`config.mk`:
```
export PLATFORM = sky130hd
export DESIGN_NAME = mul_div_unit
export DESIGN_NICKNAME = d
export VERILOG_FILES = /design/src/rtl/mul_div_unit.sv
export SDC_FILE = /design/constraint.sdc
export NUM_CORES = 1
export LEC_CHECK = 0
export CORE_ASPECT_RATIO = 0.9
export CORE_MARGIN = 2
export CORE_UTILIZATION = 50
export DETAILED_ROUTE_END_ITERATION = 7
export DONT_BUFFER_PORTS = 1
export HOLD_SLACK_MARGIN = 0.08
export MAX_ROUTING_LAYER = met4
export SLEW_MARGIN = 40
export SYNTH_ARGS = -nofsm -noshare
export SYNTH_HDL_FRONTEND = slang
export SYNTH_SLANG_ARGS = --single-unit
```
`constraint.sdc`:
```
create_clock -name clk -period 7.56 [get_ports clk]
set_input_delay 0.756 -clock clk [delete_from_list [all_inputs] [get_ports clk]]
set_output_delay 0.756 -clock clk [all_outputs]
set_load 0.01 [all_outputs]
```
`src/rtl/mul_div_unit.sv`:
```
// Iterative multiply/divide unit for the EX stage: shift-add multiply and restoring
// divide on operand magnitudes, one iteration per cycle, with a final sign fix-up.
module mul_div_unit #(
    parameter int WIDTH = 32
) (
    input  logic             clk,
    input  logic             rst,
    input  logic             start,
    input  logic [1:0]       op,
    input  logic [WIDTH-1:0] a,
    input  logic [WIDTH-1:0] b,
    input  logic             hold,
    input  logic             cancel,
    output logic             busy,
    output logic             done,
    output logic [WIDTH-1:0] hi,
    output logic [WIDTH-1:0] lo
);

    localparam int CW = $clog2(WIDTH);

    typedef enum logic [1:0] {
        IDLE,
        RUN,
        DONE
    } state_e;

    state_e           state_q, state_d;
    logic [CW-1:0]    cnt_q, cnt_d;
    logic [WIDTH:0]   rem_q, rem_d;     // product upper half / partial remainder
    logic [WIDTH-1:0] quo_q, quo_d;     // multiplier / dividend-quotient shift register
    logic [WIDTH:0]   opb_q, opb_d;     // multiplicand / divisor magnitude
    logic             is_div_q, is_div_d;
    logic             neg_res_q, neg_res_d;
    logic             neg_rem_q, neg_rem_d;
    logic             div_zero_q, div_zero_d;
    logic [WIDTH-1:0] hi_q, hi_d;
    logic [WIDTH-1:0] lo_q, lo_d;
    logic             done_q, done_d;

    // Operand magnitudes; MIN_INT maps to 2^(WIDTH-1), which still fits unsigned.
    logic             is_signed, a_neg, b_neg;
    logic [WIDTH-1:0] a_mag, b_mag;

    assign is_signed = ~op[0];
    assign a_neg     = is_signed & a[WIDTH-1];
    assign b_neg     = is_signed & b[WIDTH-1];
    assign a_mag     = a_neg ? (~a + WIDTH'(1)) : a;
    assign b_mag     = b_neg ? (~b + WIDTH'(1)) : b;

    logic [WIDTH:0]     mul_sum;
    logic [WIDTH:0]     div_shift;
    logic [WIDTH+1:0]   div_diff;
    logic [WIDTH:0]     rem_step;
    logic [WIDTH-1:0]   quo_step;
    logic [2*WIDTH-1:0] prod_mag, prod_fix;
    logic [WIDTH-1:0]   quo_fix, rem_fix;
    logic [WIDTH-1:0]   hi_res, lo_res;

    // One iteration of the datapath plus the sign-fixed result it would produce.
    always_comb begin
        mul_sum   = rem_q + (quo_q[0] ? opb_q : '0);
        div_shift = {rem_q[WIDTH-1:0], quo_q[WIDTH-1]};
        div_diff  = {1'b0, div_shift} - {1'b0, opb_q};

        if (is_div_q) begin
            if (!div_diff[WIDTH+1]) begin
                rem_step = div_diff[WIDTH:0];
                quo_step = {quo_q[WIDTH-2:0], 1'b1};
            end else begin
                rem_step = div_shift;
                quo_step = {quo_q[WIDTH-2:0], 1'b0};
            end
        end else begin
            rem_step = {1'b0, mul_sum[WIDTH:1]};
            quo_step = {mul_sum[0], quo_q[WIDTH-1:1]};
        end

        prod_mag = {rem_step[WIDTH-1:0], quo_step};
        prod_fix = neg_res_q ? (~prod_mag + (2*WIDTH)'(1)) : prod_mag;
        quo_fix  = neg_res_q ? (~quo_step + WIDTH'(1)) : quo_step;
        rem_fix  = neg_rem_q ? (~rem_step[WIDTH-1:0] + WIDTH'(1)) : rem_step[WIDTH-1:0];

        // Divide by zero leaves |a| as remainder, so only the quotient needs forcing.
        if (is_div_q) begin
            hi_res = rem_fix;
            lo_res = div_zero_q ? '1 : quo_fix;
        end else begin
            hi_res = prod_fix[2*WIDTH-1:WIDTH];
            lo_res = prod_fix[WIDTH-1:0];
        end
    end

    // NOTE: every signal assigned here gets a default first, so no path leaves a latch.
    always_comb begin
        state_d    = state_q;
        cnt_d      = cnt_q;
        rem_d      = rem_q;
        quo_d      = quo_q;
        opb_d      = opb_q;
        is_div_d   = is_div_q;
        neg_res_d  = neg_res_q;
        neg_rem_d  = neg_rem_q;
        div_zero_d = div_zero_q;
        hi_d       = hi_q;
        lo_d       = lo_q;
        done_d     = 1'b0;

        case (state_q)
            IDLE: begin
                if (start) begin
                    state_d    = RUN;
                    cnt_d      = '0;
                    rem_d      = '0;
                    is_div_d   = op[1];
                    neg_res_d  = a_neg ^ b_neg;
                    neg_rem_d  = a_neg;
                    div_zero_d = op[1] & (b == '0);
                    quo_d      = op[1] ? a_mag : b_mag;
                    opb_d      = {1'b0, op[1] ? b_mag : a_mag};
                end
            end
            RUN: begin
                rem_d = rem_step;
                quo_d = quo_step;
                cnt_d = cnt_q + CW'(1);
                if (cnt_q == CW'(WIDTH - 1)) begin
                    state_d = DONE;
                    hi_d    = hi_res;
                    lo_d    = lo_res;
                    done_d  = 1'b1;
                end
            end
            DONE: begin
                if (hold) begin
                    done_d = 1'b1;
                end else begin
                    state_d = IDLE;
                end
            end
            default: state_d = IDLE;
        endcase

        // A flush aborts from any state and leaves the result registers untouched.
        if (cancel) begin
            state_d = IDLE;
            hi_d    = hi_q;
            lo_d    = lo_q;
            done_d  = 1'b0;
        end
    end

    // NOTE: sequential state uses non-blocking assignments so all flops update together.
    always_ff @(posedge clk) begin
        if (rst) begin
            state_q    <= IDLE;
            cnt_q      <= '0;
            rem_q      <= '0;
            quo_q      <= '0;
            opb_q      <= '0;
            is_div_q   <= 1'b0;
            neg_res_q  <= 1'b0;
            neg_rem_q  <= 1'b0;
            div_zero_q <= 1'b0;
            hi_q       <= '0;
            lo_q       <= '0;
            done_q     <= 1'b0;
        end else begin
            state_q    <= state_d;
            cnt_q      <= cnt_d;
            rem_q      <= rem_d;
            quo_q      <= quo_d;
            opb_q      <= opb_d;
            is_div_q   <= is_div_d;
            neg_res_q  <= neg_res_d;
            neg_rem_q  <= neg_rem_d;
            div_zero_q <= div_zero_d;
            hi_q       <= hi_d;
            lo_q       <= lo_d;
            done_q     <= done_d;
        end
    end

    assign busy = ((state_q == IDLE) & start & ~cancel) | ((state_q == RUN) & ~cancel);
    assign done = done_q;
    assign hi   = hi_q;
    assign lo   = lo_q;

endmodule
```
### Word level (Yosys, flattened, before mapping)

Index checks and enable logic that the tools add are counted.

| word-level totals | value |
|---|---|
| register bits after elaboration | 173 |
| latch bits | 0 |
| bits in writable memories | 0 |
| bits in read-only memories | 0 |
| input bits | 71 |
| output and inout port bits | 66 |
| logic and storage cells | 77 |
| memories | 0 |

| operators by class | value |
|---|---|
| add/subtract/negate cells | 8 |
| multipliers | 0 |
| divide/modulo/power cells | 0 |
| order comparisons | 0 |
| eq/ne operators | 6 |
| shift-type cells | 0 |
| mux-type cells | 28 |
| bitwise operators | 15 |
| reductions and logical operators | 8 |

Operator list:

| kind | number |
|---|---|
| $mux W32 | 12 |
| $add A32 B1 Y32 const B | 4 |
| $not A32 Y32 | 4 |
| $mux W33 | 3 |
| $pmux W33 S2 | 1 |
| $add A64 B1 Y64 const B | 1 |
| $mux W64 | 1 |
| $not A64 Y64 | 1 |
| $pmux W32 S2 | 1 |
| $sub A33 B32 Y34 | 1 |
| $add A33 B32 Y33 | 1 |
| $logic_not A32 Y1 | 1 |
| $pmux W5 S2 | 1 |
| $and A1 B1 Y1 | 6 |
| $mux W2 | 3 |
| $ne A2 B2 Y1 const B | 3 |
| $pmux W2 S3 | 1 |
| $reduce_and A3 Y1 | 2 |
| $add A5 B1 Y5 const B | 1 |
| $eq A5 B5 Y1 const B | 1 |
| $mux W5 | 1 |
| $reduce_and A2 Y1 | 2 |
| $mux W1 | 3 |
| $eq A2 B1 Y1 const B | 1 |
| other kinds (8) | 9 |

### Logic depth before layout (Yosys ltp)

Gate-level depths: netlist of the first run.

| logic depth | value |
|---|---|
| word-level depth | 8 |
| gate-level depth with buffers | 26 |

### Worst setup path before layout of the first run

Ideal clock, no wire load.

| timing path | value |
|---|---|
| path type | reg-to-reg |
| start point | reg is_div_q |
| end point | reg hi_q[30] (netlist: hi[30]) |
| setup time | 63 ps |
| arrival time | 5,366 ps |
| slack | 2,132 ps |
| cell stages (with the launch flop) | 26 |
| path buffers | 12 |
| period minus slack after synthesis | 5,428 ps |
| cell sequence | dfxtp_1 buf_4 buf_4 buf_4 buf_4 buf_4 buf_4 buf_4 buf_2 buf_2 buf_2 buf_2 nand2_1 o21ai_0 ha_1 o2111ai_1 or4_4 or2_0 buf_2 or4_4 o21a_1 nor2_2 a41o_2 a311oi_2 or3_1 nand3_1 |

| between the ends | value |
|---|---|
| longest elaborated chain between the ends | 5 |
| elaborated cells between the ends (all ways) | 9 |
| those cells by class | 2 x add/sub; 5 x mux; 2 x bitwise |

RTL lines:

| what | line | source |
|---|---|---|
| from (decl) | 33 | `logic is_div_q, is_div_d;` |
| from (signal assigned) | 174 | `is_div_q <= is_div_d;` |
| $mux W32 / $mux W33 (equally long branches) | 66 | `if (is_div_q) begin` |
| $not A64 Y64 / $not A32 Y32 (equally long branches) | 80, 82 |  |
| $add A64 B1 Y64 / $add A32 B1 Y32 (equally long branches) | 80, 82 |  |
| $mux W64 / $mux W32 (equally long branches) | 80, 82 |  |
| $mux W32 (*) | 85 | `if (is_div_q) begin` |
| to (signal assigned) | 178 | `hi_q <= hi_d;` |
| to (decl) | 37 | `logic [WIDTH-1:0] hi_q, hi_d;` |

Mark *: on every way between the ends. The rest lies on a longest branch, timed or not.
A chain may end at the register's enable or synchronous reset.

### Worst setup path after layout of the first run

| timing path | value |
|---|---|
| start point | reg opb_q[18] |
| end point | reg hi_q[30] (netlist: hi[30]) |

| between the ends | value |
|---|---|
| longest elaborated chain between the ends | 7 |
| elaborated cells between the ends (all ways) | 14 |
| those cells by class | 4 x add/sub; 8 x mux; 2 x bitwise |

RTL lines:

| what | line | source |
|---|---|---|
| from (decl) | 32 | `logic [WIDTH:0] opb_q, opb_d;` |
| from (signal assigned) | 173 | `opb_q <= opb_d;` |
| $sub A33 B32 Y34 / $mux W32 (equally long branches) | 64, 62 |  |
| $mux W1, or another cell as far along | 67 | `if (!div_diff[WIDTH+1]) begin` |
| $mux W32 / $mux W33 (equally long branches) | 66 |  |
| $not A64 Y64 / $not A32 Y32 (equally long branches) | 80, 82 |  |
| $add A64 B1 Y64 / $add A32 B1 Y32 (equally long branches) | 80, 82 |  |
| $mux W64 / $mux W32 (equally long branches) | 80, 82 |  |
| $mux W32 (*) | 85 |  |

Marked as above.

==> results.toml, run 1 <==
[cts]
clock-sinks = 173
htree_levels = 4
cts_tree = "yes"
cts-hold-fix-buffers = 0
clk_latency_ns = 0.46
cts-root-buf = "clkbuf_16"
clockBufferDepth = 2
cts_buffers = 17
postCtsSetupBuffers = 0
clk_pin_slew_ns = 0.09
post_cts_resized = 0

[floorplan]
coreArea_um2 = 30900
fp-row-count = 61
die_h_um = 172
die-area_um2 = 32800
io_pins = 137
die_w_um = 191
start_util = 0.508

[sta]
hold_ws_ns = 0.361
maxSlewViolCount = 0
post-route-min-period_ns = 5.84
hold_viol_final = 0
worstMarginPinSlew_ns = 0.982
setup_tns_ns = 0
fmax_ghz = 0.171
min_period_over_period = 0.773
skew_ns = 0.0257
slew-limit-headroom = 0.341
final-setup-viol-count = 0
worst_slack_ns = 1.72
rsz0062_at_grt = "false"

[detailed_routing]
postRouteAntennaNets = 0
vias_per_cell = 6.45
drt-pass1-iter-count = 5
dr.first_iter.drc_count = 1675
drc = 0
wirelength_um = 57600
route.vias.total = 16000
avgRoutedWirePerCell_um = 23.2

[yosys]
ys_warn_count = 0
syn_avg_cell_area_um2 = 7.29
synth.distinct_cells = 101
synth_nets = 2299
synth_edf_count = 0
ys_seq_area_frac = 0.221
synth-async-reset-ratio = 0
synth-main-ff-cell = "dfxtp_1"
netlist_area_um2 = 15700
ys_seq_elements = 173
syn_inst = 2153

[placement]
port-buffer-count = 0
pre_cts_slack_ns = 1.79
hpwl_um = 43600
gp_congestion = 0.994
dp.cells = 2450

[power]
p_per_area_nw_per_um2 = 169
vdd.ir_drop.worst_v = 0.000169
p_leak_nw = 6.14

[status]
status = "finished clean"

[global_routing]
grt.overflow.total = 0
track_usage = 0.353
antenna_found_initial = 3
grt_pass1_wl_um = 86100
grt_pass1_vias = 14200
grt_max_degree = 166

[final_layout]
synthToLayoutAreaGrowth_pct = 4.73
layoutNonFillerInstCount = 2485
final_common_cell = "nor2_1"
drive_above_1_share = 0.0675
final_nets = 2206
layout_common_cells = "nor2_1 (273), nand2_1 (209), a21oi_1 (180), dfxtp_1 (172), o21ai_0 (106)"
final_util = 0.532

[critical_path]
critical_path_arrival_ns = 6.24
start_kind = "register"
r2r_setup_slack_ns = 1.72
crit_fanout = 17
worstSetupEndpointType = "register"
crit_required_ns = 7.96
critical_path_class = "reg2reg"

[hold_path]
min_path_type = "in2reg"

[run]
cap_violations = 0
where the power goes:
part           total (W)  switching, W  internal (W)
combinational   0.000864      0.000566      0.000299
sequential      0.000992     0.0000448      0.000947
clock           0.000918      0.000476      0.000442
total            0.00277       0.00109       0.00169
layer usage:
layer  up-vias  track usage  share of wire
met4         0       0.0954          0.024
met3        80       0.0583          0.087
li1       7673            -              -
met5         -            -              0
met2       676        0.502           0.42
met1      7593        0.511           0.47
Yosys cell counts (all sizes together), types with 17 or more instances:
library cell    n  area (um2)
and3           20         125
nor3           54         275
o21ai         115         576
nand4          22         138
or3            19         119
xor2           59         517
mux2i          42         424
a31oi          32         221
o31ai          19         143
a21o           20         150
nor2          277        1040
nor4           24         208
a211oi         95         731
nand2         216         828
inv            78         293
o21a           17         128
and2           54         338
o211ai         45         352
dfxtp         173        3460
buf            45         274
ha             73         913
a21oi         184         928
xnor2          88         771
nand2b         28         175
clkbuf         91         343
nand3          32         160
a22oi          35         263
worst paths after layout:
check | cells past startpoint | start | to
max | 21 | opb_q[18] | hi[30]
min | 1 | cancel | state_q[0]
max reg2reg | 21 | opb_q[18] | hi[30]
min reg2reg | 2 | opb_q[10] | opb_q[10]
state kept, by name, summed over array words and instances, names as in the netlist:
signal,cells
rem_q,33
hi,32
lo,32
opb_q,32
quo_q,32
cnt_q,5
state_q,2
div_zero_q,1
done,1
is_div_q,1
neg_rem_q,1
neg_res_q,1
stage by stage:
step                total power, W  instance area [um2]
CTS                        0.00275                16400
detailed placement         0.00185                15800
finish                     0.00277                16400
floorplan                  0.00162                15700
global route               0.00289                16400
global placement           0.00185                15800
critical path, stage by stage (launching register included):
cell and delay (ns):
dfxtp_1 0.35, inv_1 0.05, ha_1 0.36, a21oi_1 0.34, o21ai_1 0.25, a221oi_2 0.32, nand2_2 0.30, nor2_1 0.22
buf_4 0.18, nand2_1 0.05, o21ai_0 0.20, ha_1 0.27, o2111ai_1 0.24, or4_4 0.60, or2_0 0.32, or4_4 0.59
o21a_1 0.20, nor2_2 0.12, a41o_2 0.25, a311oi_2 0.09, or3_1 0.41, nand3_1 0.07
cells by family after synthesis:
group,Yosys count,synth area share
muxes,54,0.0356
and+or+nand+nor,800,0.245
DFF,173,0.221
buffers and inverters,215,0.0582
adders and majority gates,75,0.0608
xor gates and xnor gates,147,0.0820
AOI/OAI and AO/OA,689,0.298
cell type report:
cell class              instances  area, um2
clock inverters                14        150
diodes                          3       7.51
repair buffers                 24        184
flip-flops and latches        173       3470
inverters                      79        297
fillers                      3073      14500
well taps                     409        512
clock buffers                  18        429
multi-input cells            1765      11400
Note: power is estimated with default switching activity, not from simulation.
==> run 2: changes to the inputs <==
Settings changed: PLACE_DENSITY from default to 0.68.
Clock period 7.56 ns to 5.02 ns, I/O delays scaled along.
==> results.toml, run 2 (same netlist as run 1, synthesis figures left out) <==
[status]
status = "finished clean"

[floorplan]
start_util = 0.508
coreArea_um2 = 30900
die_h_um = 172
io_pins = 137
die-area_um2 = 32800
die_w_um = 191
fp-row-count = 61

[detailed_routing]
avgRoutedWirePerCell_um = 22.5
route.vias.total = 16800
drt-pass1-iter-count = 6
dr.first_iter.drc_count = 2002
drc = 0
wirelength_um = 58000
postRouteAntennaNets = 0
vias_per_cell = 6.53

[global_routing]
grt_pass1_vias = 14900
track_usage = 0.353
grt_pass1_wl_um = 87000
antenna_found_initial = 1
grt_max_degree = 166
grt.overflow.total = 0

[cts]
postCtsSetupBuffers = 0
clockBufferDepth = 2
clk_pin_slew_ns = 0.07
htree_levels = 4
cts_buffers = 17
cts-root-buf = "clkbuf_16"
clock-sinks = 173
clk_latency_ns = 0.45
cts_tree = "yes"

[placement]
gp_congestion = 1.01
placed_area_um2 = 16600
dp.cells = 2550
hpwl_um = 45200
port-buffer-count = 0

[hold_path]
min_path_type = "in2reg"
holdPathStages = 1
min_to = "state_q[1]"
min_from = "cancel"

[final_layout]
n_antenna_cell = 0
seq_area_um2 = 3470
final_util = 0.557
layout_common_cells = "nor2_1 (272), nand2_1 (209), a21oi_1 (178), dfxtp_1 (172), buf_4 (122)"
multi_input_area_um2 = 11400
design_area_um2 = 17200
drive_above_1_share = 0.113
regMostFlops = "rem_q"
synthToLayoutAreaGrowth_pct = 9.66
layoutNonFillerInstCount = 2582
largest_reg_flops = 33
final_nets = 2306
final_common_cell = "nor2_1"
fillers = 3010

[sta]
min_period_over_period = 0.960
slew-limit-headroom = 0.407
skew_ns = 0.0133
worstMarginPinSlew_ns = 0.890
maxSlewViolCount = 0
rsz0062_at_grt = "false"
post-route-min-period_ns = 4.82
hold_viol_final = 0
final-setup-viol-count = 0
setup_tns_ns = 0
fmax_ghz = 0.208

[critical_path]
worstSetupEndpointType = "register"
crit_fanout = 11
reg2reg_depth = 17
critical_path_arrival_ns = 5.19
start_kind = "register"
critPathLaunch = "quo_q[0]"
crit_required_ns = 5.39
reg2reg_to = "hi[29]"
r2r_setup_slack_ns = 0.20
critical_path_class = "reg2reg"
r2r_start = "quo_q[0]"

[run]
cap_violations = 0

[power]
p_leak_nw = 6.64
vdd.ir_drop.worst_v = 0.000210
p_per_area_nw_per_um2 = 247
p_total_w = 0.00425
[run 2: cell count changes in the layout (fill, tap and decap cells not counted), sizes merged]
cell      previous run  this run
diode                3         0
clkbuf              18        17
inv                 84        88
buf                 24       124
clkinv               9         5
clkinvlp             0         1
[run 2: timing repair]
| item | in CTS | in global routing |
|---|---|---|
| hold buffers | 0 | 0 |
| endpoints found under the setup margin | 0 | 11 |
| gates resized for setup | 0 | 10 |
[run 2: metrics by stage]
step | setup WS (ns) | hold slack [ns]
after global placement | 0.209 | 0.444
after CTS | 0.115 | 0.116
after detailed placement | 0.162 | 0.452
after floorplan | 0.0446 | 0.440
after global routing | 0.0277 | 0.109
final | 0.202 | 0.126
[run 2: area by class of cell]
cell class | instances | share of cell area
tap | 409 | 0.0297
inverter | 79 | 0.0172
clock buffer | 17 | 0.0247
multi-input combinational | 1765 | 0.663
sequential | 173 | 0.201
clock inverter | 15 | 0.00938
timing repair buffer | 124 | 0.0550
[run 2: routing by layer]
metal  routed length, um  track usage
met1               25900        0.498
met3                6090       0.0755
met4                1440       0.0866
met2               24500        0.508
met5                   0            -
[run 2: how the worst max path moves through the flow]
stage,end,slack (ns),cells past startpoint
floorplan,hi[30],0.04,25
global placement,hi[22],0.21,22
detailed placement,hi[22],0.16,22
CTS,hi[22],0.11,22
global route,hi[29],0.03,17
finish,hi[29],0.20,17
[run 2: report_power, final]
| group | internal [W] | switching (W) |
|---|---|---|
| Sequential | 0.00143 | 0.0000598 |
| Clock | 0.000672 | 0.000679 |
| Combinational | 0.000534 | 0.000879 |
| Total | 0.00263 | 0.00162 |
[run 2: worst max-delay path: stages (launching register included)]
cell	delay (ns)
dfxtp_1	0.45
and2_1	0.21
ha_1	0.21
fa_1	0.44
a211oi_1	0.26
o21ai_1	0.27
buf_4	0.22
o211ai_1	0.28
nand3_1	0.19
xnor2_1	0.34
o211ai_1	0.23
a211oi_2	0.30
buf_4	0.18
nand2_2	0.06
nor4_2	0.25
nand4b_1	0.21
or4_1	0.50
a31oi_1	0.16
